### src/rtl/state_seq_pkg.sv
// Shared parameters for the major-state sequencer, PC and datapath blocks:
// major/minor state encodings, opcode constants and small IR decode helpers.
// Instruction register bits are numbered 0 (MSB) through 11 (LSB).
package state_seq_pkg;

    typedef enum logic [4:0] {
        ST_F0  = 5'd0,
        ST_FW  = 5'd1,
        ST_F1  = 5'd2,
        ST_F2  = 5'd3,
        ST_F2A = 5'd4,
        ST_F2B = 5'd5,
        ST_F3  = 5'd6,
        ST_D0  = 5'd8,
        ST_D1  = 5'd9,
        ST_D2  = 5'd10,
        ST_D3  = 5'd11,
        ST_E0  = 5'd12,
        ST_E1  = 5'd13,
        ST_E2  = 5'd14,
        ST_E3  = 5'd15,
        ST_H0  = 5'd16,
        ST_H1  = 5'd17,
        ST_H2  = 5'd18,
        ST_H3  = 5'd19,
        ST_HW  = 5'd20
    } state_t;

    localparam logic [2:0] OP_AND = 3'd0;
    localparam logic [2:0] OP_TAD = 3'd1;
    localparam logic [2:0] OP_ISZ = 3'd2;
    localparam logic [2:0] OP_DCA = 3'd3;
    localparam logic [2:0] OP_JMS = 3'd4;
    localparam logic [2:0] OP_JMP = 3'd5;
    localparam logic [2:0] OP_IOT = 3'd6;
    localparam logic [2:0] OP_OPR = 3'd7;

    // Opcode plus indirect bit, for blocks that distinguish JMP forms.
    localparam logic [3:0] OP_JMPD = {OP_JMP, 1'b0};
    localparam logic [3:0] OP_JMPI = {OP_JMP, 1'b1};

    // OPR group 1 with a rotate-twice request needs two extra fetch cycles.
    function automatic logic is_double_rotate(input logic [0:11] ir);
        return (ir[0:2] == OP_OPR) && !ir[3] && ir[10] && (ir[8] || ir[9]);
    endfunction

    // OPR group 2 HLT microinstruction.
    function automatic logic is_hlt(input logic [0:11] ir);
        return (ir[0:3] == 4'b1111) && ir[10] && !ir[11];
    endfunction

endpackage

### src/rtl/state_seq_edge_det.sv
// Rising-edge detector for a level input that is already synchronous/debounced.
// Reset clears the history so a level held high through reset reads as an edge.
module edge_det (
    input  logic clk,
    input  logic reset,
    input  logic in,
    output logic rise
);

    logic prev;

    // Remember last cycle's level of the input.
    always_ff @(posedge clk) begin
        if (reset) begin
            prev <= 1'b0;
        end else begin
            prev <= in;
        end
    end

    assign rise = in & ~prev;

endmodule

### src/rtl/state_seq.sv
// Major/minor state sequencer: fetch, defer, execute, interrupt entry and halt.
// Optional build macro SINGLE_STEP_EN: when defined, sstep_sw high at an
// instruction boundary stops the machine in HW after every instruction.
module state_seq
    import state_seq_pkg::*;
(
    input  logic        clk,
    input  logic        reset,
    input  logic [0:11] instruction,
    input  logic        mem_busy,
    input  logic        int_req,
    input  logic        int_ena,
    input  logic        stop_sw,
    input  logic        cont_sw,
    input  logic        sstep_sw,
    output logic [4:0]  state,
    output logic        int_in_prog,
    output logic        halted
);

    state_t     cur_state;
    state_t     nxt_state;
    state_t     bnd_state;
    logic       bnd_int;
    logic       int_entry;
    logic       halt_pend;
    logic       halt_pend_nxt;
    logic       halt_at_bnd;
    logic       hlt_decode;
    logic       iip_nxt;
    logic       cont_rise;
    logic [2:0] opcode;
    logic       indirect;
    logic       unused_ir_bits;

    assign opcode         = instruction[0:2];
    assign indirect       = instruction[3];
    assign unused_ir_bits = ^instruction[4:7];
    assign hlt_decode     = (cur_state == ST_F3) && is_hlt(instruction);

`ifdef SINGLE_STEP_EN
    assign halt_at_bnd = halt_pend | stop_sw | hlt_decode | sstep_sw;
`else
    logic unused_sstep;
    assign unused_sstep = sstep_sw;
    assign halt_at_bnd  = halt_pend | stop_sw | hlt_decode;
`endif

    edge_det u_cont_edge (
        .clk   (clk),
        .reset (reset),
        .in    (cont_sw),
        .rise  (cont_rise)
    );

    // Next-state selection, including the shared instruction-boundary decision.
    always_comb begin
        nxt_state = ST_HW;
        int_entry = 1'b0;
        bnd_int   = 1'b0;
        bnd_state = ST_F0;

        if (halt_at_bnd) begin
            bnd_state = ST_H0;
        end else if (int_req && int_ena && !int_in_prog) begin
            bnd_state = ST_E0;
            bnd_int   = 1'b1;
        end

        case (cur_state)
            ST_F0:  nxt_state = mem_busy ? ST_FW : ST_F1;
            ST_FW:  nxt_state = mem_busy ? ST_FW : ST_F1;
            ST_F1:  nxt_state = ST_F2;
            ST_F2:  nxt_state = is_double_rotate(instruction) ? ST_F2A : ST_F3;
            ST_F2A: nxt_state = ST_F2B;
            ST_F2B: nxt_state = ST_F3;
            ST_F3: begin
                if ((opcode <= OP_JMP) && indirect) begin
                    nxt_state = ST_D0;
                end else if ((opcode <= OP_JMS) && !indirect) begin
                    nxt_state = ST_E0;
                end else begin
                    nxt_state = bnd_state;
                    int_entry = bnd_int;
                end
            end
            ST_D0:  nxt_state = ST_D1;
            ST_D1:  nxt_state = ST_D2;
            ST_D2:  nxt_state = ST_D3;
            ST_D3: begin
                if (opcode == OP_JMP) begin
                    nxt_state = bnd_state;
                    int_entry = bnd_int;
                end else begin
                    nxt_state = ST_E0;
                end
            end
            ST_E0:  nxt_state = ST_E1;
            ST_E1:  nxt_state = ST_E2;
            ST_E2:  nxt_state = ST_E3;
            ST_E3: begin
                nxt_state = bnd_state;
                int_entry = bnd_int;
            end
            ST_H0:  nxt_state = ST_H1;
            ST_H1:  nxt_state = ST_H2;
            ST_H2:  nxt_state = ST_H3;
            ST_H3:  nxt_state = ST_HW;
            ST_HW:  nxt_state = cont_rise ? ST_F0 : ST_HW;
            default: nxt_state = ST_HW;
        endcase
    end

    // Halt request latch and interrupt-in-progress flag updates.
    always_comb begin
        halt_pend_nxt = halt_pend | stop_sw | hlt_decode;
        if (nxt_state == ST_H0) begin
            halt_pend_nxt = 1'b0;
        end

        iip_nxt = int_in_prog;
        if (int_entry) begin
            iip_nxt = 1'b1;
        end else if (cur_state == ST_E3) begin
            iip_nxt = 1'b0;
        end
    end

    // State register; reset parks the machine in HW and abandons any instruction.
    always_ff @(posedge clk) begin
        if (reset) begin
            cur_state   <= ST_HW;
            int_in_prog <= 1'b0;
            halted      <= 1'b1;
            halt_pend   <= 1'b0;
        end else begin
            cur_state   <= nxt_state;
            int_in_prog <= iip_nxt;
            halted      <= (nxt_state == ST_HW);
            halt_pend   <= halt_pend_nxt;
        end
    end

    assign state = cur_state;

endmodule

### config.mk
export PLATFORM = sky130hd
export DESIGN_NAME = state_seq
export DESIGN_NICKNAME = d
export VERILOG_FILES = /design/src/rtl/state_seq_pkg.sv /design/src/rtl/state_seq_edge_det.sv /design/src/rtl/state_seq.sv
export SDC_FILE = /design/constraint.sdc
export NUM_CORES = 1
export LEC_CHECK = 0
export BUFFER_PORTS_ARGS = -buffer_cell sky130_fd_sc_hd__clkbuf_2
export CORE_MARGIN = 2
export CORE_UTILIZATION = 39
export CTS_BUF_LIST = sky130_fd_sc_hd__clkbuf_8
export DETAILED_ROUTE_END_ITERATION = 10
export PLACE_DENSITY = 0.67
export RECOVER_POWER = 100
export SLEW_MARGIN = 20
export SYNTH_ARGS = -nofsm -noshare
export SYNTH_HDL_FRONTEND = slang
export SYNTH_SLANG_ARGS = --single-unit
### constraint.sdc
create_clock -name clk -period 2 [get_ports clk]
set_input_delay 0.4 -clock clk [delete_from_list [all_inputs] [get_ports clk]]
set_output_delay 0.4 -clock clk [all_outputs]
set_load 0.01 [all_outputs]
==> results of run 1 <==
==> critical path: stages (launching register included) <==
cell and delay [ns]:
dfxtp_1 0.40, or4b_1 0.57, nand3_1 0.10, o211ai_1 0.12, a21oi_1 0.16, nand3_1 0.09
==> metrics by stage <==
stage                     utilization  hold WS, ns  setup slack, ns
after floorplan                     -        0.469            0.664
after global placement          0.482        0.523            0.476
after detailed placement        0.482        0.545            0.448
after CTS                       0.512        0.409            0.465
after global routing            0.500        0.431            0.324
final                           0.500        0.405            0.444
==> cells in the final DEF, fill, tap and decap left out <==
master and n:
mux2i_1 1, nor2b_1 2, nor2_1 9, or3_1 1, o211ai_1 1, nand4b_1 1
clkbuf_1 8, clkbuf_2 13, nor3_1 2, o22ai_1 1, or4b_1 1, and2b_1 2
nand3_1 5, a21o_1 1, a221o_1 1, or3b_1 1, nand2b_1 1, nor4_4 1
a21oi_1 5, nand3b_1 2, o32a_1 1, nand4_1 1, o22a_1 2, nand3_2 1
o31ai_1 3, clkbuf_8 3, o21ai_0 2, inv_1 4, nor3b_1 1, nand2_1 6
and3_1 1, a2111oi_0 1, o21ai_1 1, a31oi_1 3, dfxtp_1 9, a2bb2oi_1 1
==> cell families (layout without fill, tap and decap cells) <==
kind of cell           count (synthesis)  in the layout  share of synthesized area
AOI/OAI and AO/OA                     23             23                      0.265
buffers and inverters                  6             28                     0.0550
DFF                                    9              9                      0.293
muxes                                  1              1                     0.0163
and+or+nand+nor                       38             38                      0.371
==> power breakdown <==
group	internal (uW)	leakage (uW)	switching (uW)
clock	134	0.0000269	73.2
combinational	144	0.000198	148
sequential	219	0.0000743	83.8
==> per-layer routing <==
metal	vias up	GRT usage	wire (microns)
li1	336	-	-
met1	297	0.226	708
met2	16	0.294	757
met3	4	0.0375	57
met4	0	0.0909	25
met5	-	0	0
==> state kept, by name, summed over array words and instances (netlist names) <==
name,flops
u_cont_edge.prev,1
state,5
halted,1
halt_pend,1
int_in_prog,1
==> worst paths after layout <==
check	start	to	cells past startpoint
worst max-delay path	state[1]	state[2]	5
worst min-delay path	cont_sw	u_cont_edge.prev	2
worst max register to register	state[1]	state[2]	5
worst min register to register	int_in_prog	int_in_prog	2
==> area by class of cell <==
class	instances	area, sq um	area share
tap	16	20.0	0.0269
inverter	3	11.3	0.0151
clock buffer	3	41.3	0.0555
clock inverter	1	3.75	0.00504
timing repair buffer	21	95.1	0.128
sequential	9	180	0.242
multi-input combinational	62	393	0.528
==> metrics.txt, run 1 <==
PwrDens=1080 mW/mm^2; Final Critical Period=1.56 ns; Sum Neg Setup Slack=0 ns; sequential-to-total area share from yosys stat=0.293; core footprint=0.00149 sq mm; dominant cell type by area after synthesis=dfxtp_1; post-synthesis cell area=614 sq um; Fmax=643 MHz; Hold Vio Cnt, Final=0; LEAKAGE=0.000299 uW; Design Area, Final=744 sq um; Worst-path clk slew=0.05 ns; worst min path class=in -> reg; Post-synth top cells=9 x dfxtp_1, 8 x nor2_1, 6 x nand2_1; # nets final=120; first-pass GRT wire length=2550 microns; Critical Path RT=2.12 ns; Yosys cell types=37; Slew HR=0.758; total power=802 uW; worst vdd ir=655 uV; final WL=1550 microns; DRT Pass-1 Iters=4; skew final=0.00416 ns; Final Instance Count excl. Fillers=115; IO Count=27; Antenna Cells=0; Initial DRC Count=8; Startpoint Class=register; Yosys top cell area share=0.293; vias in the first global route=609; gp weighted congestion=0.809; crit end category=register; Syn Inst Count=77; Worst-Skew Late Latency=0.23 ns; status=completed; WS Path Type=reg -> reg; max-slew violation count=0; Post-CTS Setup Inserts=0; FP Rows=14; final setup vio count=0; asr flop ratio synth=0; Root Buffer=clkbuf_8; measured slew at the worst slew-check pin=0.354 ns; placed insts=111; via density per instance=5.68; critical path peak fanout=12; Post-synth EDFFs=0; post-CTS sizing=0; GRT Residual Overflow=0; die extent in y=43.7 microns; initial antenna violation count=0; # Max-Cap Violations=0; drt drc=0; vias=653; Starting Density=0.413; Hold Buf Count CTS=0; top cells by area, synth=dfxtp_1 29%, nor2_1 4.9%, a21oi_1 4.1%; Crit path arrival time=1.67 ns; mean area per synthesized cell=7.98 sq um; Overall Global Routing Usage=0.181; CTS tree=done; P&R area growth vs syn=21.2%; port bufs=21; die width=43.7 microns; Seq cells post-synth=9; Die ar.=0.00191 sq mm; largest net degree at the start of global routing=13; fill count=148; CTS buffer count=3; count leader, synth=dfxtp_1; Routed wire per std cell=13.5 microns; Yosys warning total=0; ys flop type=dfxtp_1; Sinks on Clock Net=9; Mapped Nets=97; layout cells sized above 1=0.182; post-place instance area=717 sq um; CTS H-Tree Depth=1; R2R Setup Slk=0.44 ns; Detail Placement HPWL=1070 microns; crit share post-route=0.778; unrepaired setup endpoints after global routing=false; clk buf depth=2; Detail Route Antenna Nets=0
Note: power is estimated with default switching activity, not from simulation.
==> run 2: changes to the inputs <==
- PLACE_DENSITY: 0.67 -> 0.7
- clock period: 2 -> 1.2 ns (I/O delays scaled with it)
==> run 2 against run 1 <==
Compared with the run above:
- the run now ends with setup timing left
- non-clock buffer count is 19 higher
- utilization is 15 points higher
- combinational power grew to 2.9 times the previous value
- total power is 100% higher
- final cell count is 17% higher
- clock power is 69% higher
- first-iteration DRC count stayed put
- die area stayed put
- critical endpoint unchanged
- largest cell class unchanged
==> metrics.txt, run 2 (synthesis gave the netlist of run 1 again) <==
status=finished with violations; failing checks=setup timing; PwrDens=1670 mW/mm^2; LEAKAGE=0.000423 uW; Detail Placement HPWL=1290 microns; vias in the first global route=682; drt drc=0; clk buf depth=2; final setup vio count=8; worst min path class=in -> reg; Initial DRC Count=8; CTS tree=done; unrepaired setup endpoints after global routing=true; Slew HR=0.696; Sinks on Clock Net=9; FP Rows=14; die extent in y=43.7 microns; initial antenna violation count=0; CTS H-Tree Depth=1; Startpoint Class=register; gp weighted congestion=0.783; most common cell after layout, fill and taps aside=clkbuf_2; post-place instance area=856 sq um; DRT Pass-1 Iters=5; critical path peak fanout=3; critical path cell sequence=or4b_4, nand3_2, o211ai_2, a21oi_1, nand3_1; port bufs=21; die width=43.7 microns; Worst-Skew Late Latency=0.23 ns; Largest register FFs=5; skew final=0.000595 ns; Worst-path clk slew=0.05 ns; Design Area, Final=972 sq um; Detail Route Antenna Nets=0; Crit path arrival time=1.47 ns; WS Path Type=reg -> reg; largest net degree at the start of global routing=12; Routed wire per std cell=13.2 microns; # nets final=139; layout cells sized above 1=0.466; P&R area growth vs syn=58.2%; Die ar.=0.00191 sq mm; commonest non-fill, non-tap cells in the layout=19 x clkbuf_2, 15 x buf_4, 8 x nor2_1; Critical Path RT=1.31 ns; # Max-Cap Violations=0; first-pass GRT wire length=2880 microns; CP max-delay cell=or4b_4; hold slack=0.236 ns; Final Instance Count excl. Fillers=134; Worst path max stage delay=0.51 ns; Antenna Cells=0; crit share post-route=1.14; GR Util met3=0.0250; via density per instance=5.56; Root Buffer=clkbuf_8; Overall Global Routing Usage=0.209; max-slew violation count=0; Starting Density=0.413; GRT busiest layer=met2; GR Util met1=0.245; worst vdd ir=766 uV; met2 Use GR=0.362; IO Count=27; GRT Residual Overflow=0; measured slew at the worst slew-check pin=0.444 ns; vias=745; final WL=1770 microns; total power=1630 uW; CTS buffer count=3; placed insts=128; Hold Vio Cnt, Final=0; core footprint=0.00149 sq mm; setup ws final=-0.166 ns; Final Critical Period=1.37 ns; Fmax=732 MHz; crit end category=register
==> run 2: path summary, 6_finish.rpt <==
kind,start,endpoint,slack (ns),cells after the start
setup / recovery,state[0],state[2],-0.17,5
hold reg to reg,halt_pend,state[3],0.62,3
setup reg to reg,state[0],state[2],-0.17,5
hold / removal,cont_sw,u_cont_edge.prev,0.24,2
==> run 2: cell type report <==
| type | instances | area (sq um) |
|---|---|---|
| inverters | 3 | 11.3 |
| flip-flops and latches | 9 | 184 |
| well taps | 16 | 20.0 |
| multi-input cells | 62 | 455 |
| clock inverters | 1 | 3.75 |
| fillers | 147 | 517 |
| repair buffers | 40 | 256 |
| clock buffers | 3 | 41.3 |
==> run 2: what timing repair did <==
item / 4_1_cts / 5_1_grt
hold buffers: 0 / 0
setup buffers: 2 / 0
setup endpoints to repair: 9 / 9
resized for setup: 11 / 4
pin swaps: 8 / 2
==> run 2: metal layers <==
layer / routed length (microns) / share of wire / vias up
met4: 16 / 0.0090 / 0
li1: - / - / 372
met3: 92 / 0.052 / 2
met2: 893 / 0.50 / 23
met5: 0 / 0 / -
met1: 768 / 0.43 / 348
==> run 2: where the power goes <==
part	leakage [uW]	total (uW)	switching (uW)	internal [uW]
logic	0.000321	851	427	424
registers	0.0000749	428	55.9	372
clock network	0.0000269	349	126	223
total	0.000423	1630	609	1020
==> run 2: worst max-delay path, delay by kind of cell, from the launching register on <==
| family | cells | cell delay (ns) |
|---|---|---|
| AOI/OAI and AO/OA | 2 | 0.24 |
| and+or+nand+nor | 3 | 0.68 |
| DFF | 1 | 0.31 |
==> run 2: per-stage QoR <==
step	worst slack, ns	setup TNS, ns	util
final	-0.166	-0.759	0.653
after global routing	-0.211	-1.16	0.653
after CTS	-0.165	-0.769	0.648
after detailed placement	-0.188	-1.09	0.575
after global placement	-0.161	-0.903	0.575
after floorplan	-0.108	-0.256	-
==> run 3: changes to the inputs <==
--- a/config.mk
+++ b/config.mk
@@ -13,3 +13,2 @@
 export PLACE_DENSITY = 0.7
-export RECOVER_POWER = 100
 export SLEW_MARGIN = 20
==> constraint.sdc (replaced) <==
create_clock -name clk -period 1.2 [get_ports clk]
set_input_delay 0.12 -clock clk [delete_from_list [all_inputs] [get_ports clk]]
set_output_delay 0.12 -clock clk [all_outputs]
set_load 0.01 [all_outputs]
==> run 3 against run 2 <==
Compared with the run above:
- the flow still finishes with violations (setup timing)
- global-route usage rose by 0.75 points
- count of clock-buffer cells in the layout unchanged
- final cell count is 1.5% higher
- critical endpoint is now state[4]
- largest power group unchanged
- sequential share of layout area about the same
- utilization up 1.0 points
- flip-flop and latch count unchanged
- via count increased by 3.9%
- critical path depth stayed put
==> metrics.txt, run 3 (synthesis gave the netlist of run 1 again) <==
clk buf depth=2; skew final=0.00478 ns; Routed wire per std cell=13.3 microns; post-place instance area=856 sq um; CTS tree=done; Fmax=722 MHz; via density per instance=5.69; drt drc=0; R2R Setup Slk=-0.19 ns; crit share post-route=1.15; die extent in y=43.7 microns; Worst-Skew Late Latency=0.24 ns; vias in the first global route=667; crit path from=state[0]; Worst-path clk slew=0.05 ns; placed insts=128; crit end category=register; Design Area, Final=987 sq um; Sw Share=0.375; IO Count=27; port bufs=21; failing checks=setup timing; largest net degree at the start of global routing=12; critical path peak fanout=3; commonest non-fill, non-tap cells in the layout=21 x clkbuf_2, 20 x buf_4, 7 x nor2_1; P&R area growth vs syn=60.7%; DRT Pass-1 Iters=4; # Max-Cap Violations=0; CP Capture Point=state[4]; final setup vio count=7; max-slew violation count=0; CTS buffer count=3; Overall Global Routing Usage=0.216; core footprint=0.00149 sq mm; PwrDens=1690 mW/mm^2; initial antenna violation count=0; R2R depth=5; measured slew at the worst slew-check pin=0.442 ns; FF-to-FF Start=state[0]; vias=774; CTS H-Tree Depth=1; Final Critical Period=1.39 ns; GRT Residual Overflow=0; Initial DRC Count=18; Reg power frac=0.262; Slew HR=0.702; worst vdd ir=773 uV; # nets final=141; first-pass GRT wire length=2970 microns; fill count=137; worst min path class=in -> reg; WS Path Type=reg -> reg; final WL=1800 microns; Multi-input gate area=458 sq um; Int Pwr=1040 uW; Sinks on Clock Net=9; Crit path arrival time=1.51 ns; die width=43.7 microns; gp weighted congestion=0.829; Reg2Reg Capture Point=state[4]; Placement Setup Slack=-0.187 ns; Hold Vio Cnt, Final=0; Antenna Cells=0; Detail Route Antenna Nets=0; most common cell after layout, fill and taps aside=clkbuf_2; FP Rows=14; part of the power in the clock network=0.215; Die ar.=0.00191 sq mm; layout cells sized above 1=0.525; Largest register FFs=5; register area=186 sq um; Detail Placement HPWL=1310 microns; P_sw=624 uW; hold depth=2; Critical Path RT=1.32 ns; Core Util, Final=0.663; LEAKAGE=0.000440 uW; Final Instance Count excl. Fillers=136; setup ws final=-0.185 ns; Comb power frac=0.523; Root Buffer=clkbuf_8; Starting Density=0.413; Startpoint Class=register; unrepaired setup endpoints after global routing=true; status=finished with violations
## run 3: cell count changes in the layout (fill, tap and decap cells not counted), moves of 2 or more
| cell | before | now |
|---|---|---|
| buf_6 | 3 | 1 |
| dfxtp_1 | 6 | 4 |
| dfxtp_2 | 3 | 5 |
| clkbuf_2 | 19 | 21 |
| buf_4 | 15 | 20 |
| clkbuf_1 | 2 | 0 |
## run 3: power by group through the flow
stage                     Sequential [uW]  Clock (uW)  Combinational [uW]
after global routing                  451         377                 956
after floorplan                       456           0                 435
after detailed placement              432           0                 738
final                                 437         358                 871
after global placement                428           0                 719
after CTS                             434         358                 826
## run 3: how the worst min path moves through the flow
| stage | endpoint | slack [ns] | start |
|---|---|---|---|
| global placement | u_cont_edge.prev | 0.35 | cont_sw |
| global route | u_cont_edge.prev | 0.14 | cont_sw |
| CTS | u_cont_edge.prev | 0.10 | cont_sw |
| floorplan | int_in_prog | 0.18 | reset |
| finish | u_cont_edge.prev | 0.10 | cont_sw |
| detailed placement | u_cont_edge.prev | 0.35 | cont_sw |
## run 3: cell type report
type / instances / area share
Clock inverter: 1 / 0.00380
Clock buffer: 3 / 0.0418
Inverter: 3 / 0.0114
Tap cell: 16 / 0.0203
Timing Repair Buffer: 42 / 0.270
Sequential cell: 9 / 0.189
Multi-Input combinational cell: 62 / 0.464
## run 3: worst max-delay path: stages (launching register included)
cell and delay, ns:
dfxtp_2 0.31, or4b_4 0.51, nand3_2 0.08, o211ai_2 0.10
a31oi_1 0.19, nand2_1 0.06
## run 3: through the flow
step	setup TNS, ns	power (uW)	hold WS (ns)
after CTS	-0.898	1620	0.105
after detailed placement	-0.890	1170	0.346
after floorplan	-0.256	891	0.182
after global placement	-0.678	1150	0.348
final	-1.01	1660	0.103
after global routing	-1.51	1780	0.142
## run 3: layer usage
metal  GRT usage  vias up  part of all wire
met5           0        -                 0
met1       0.278      362              0.44
li1            -      382                 -
met4       0.109        0            0.0083
met3      0.0625        4             0.068
met2       0.329       26              0.48
## run 3: timing repair
action                     4_1_cts  5_1_grt
pin swaps                        4        1
setup endpoints to repair        8        8
buffers inserted                 3        1
gates resized for setup         10        4
hold buffers                     0        0
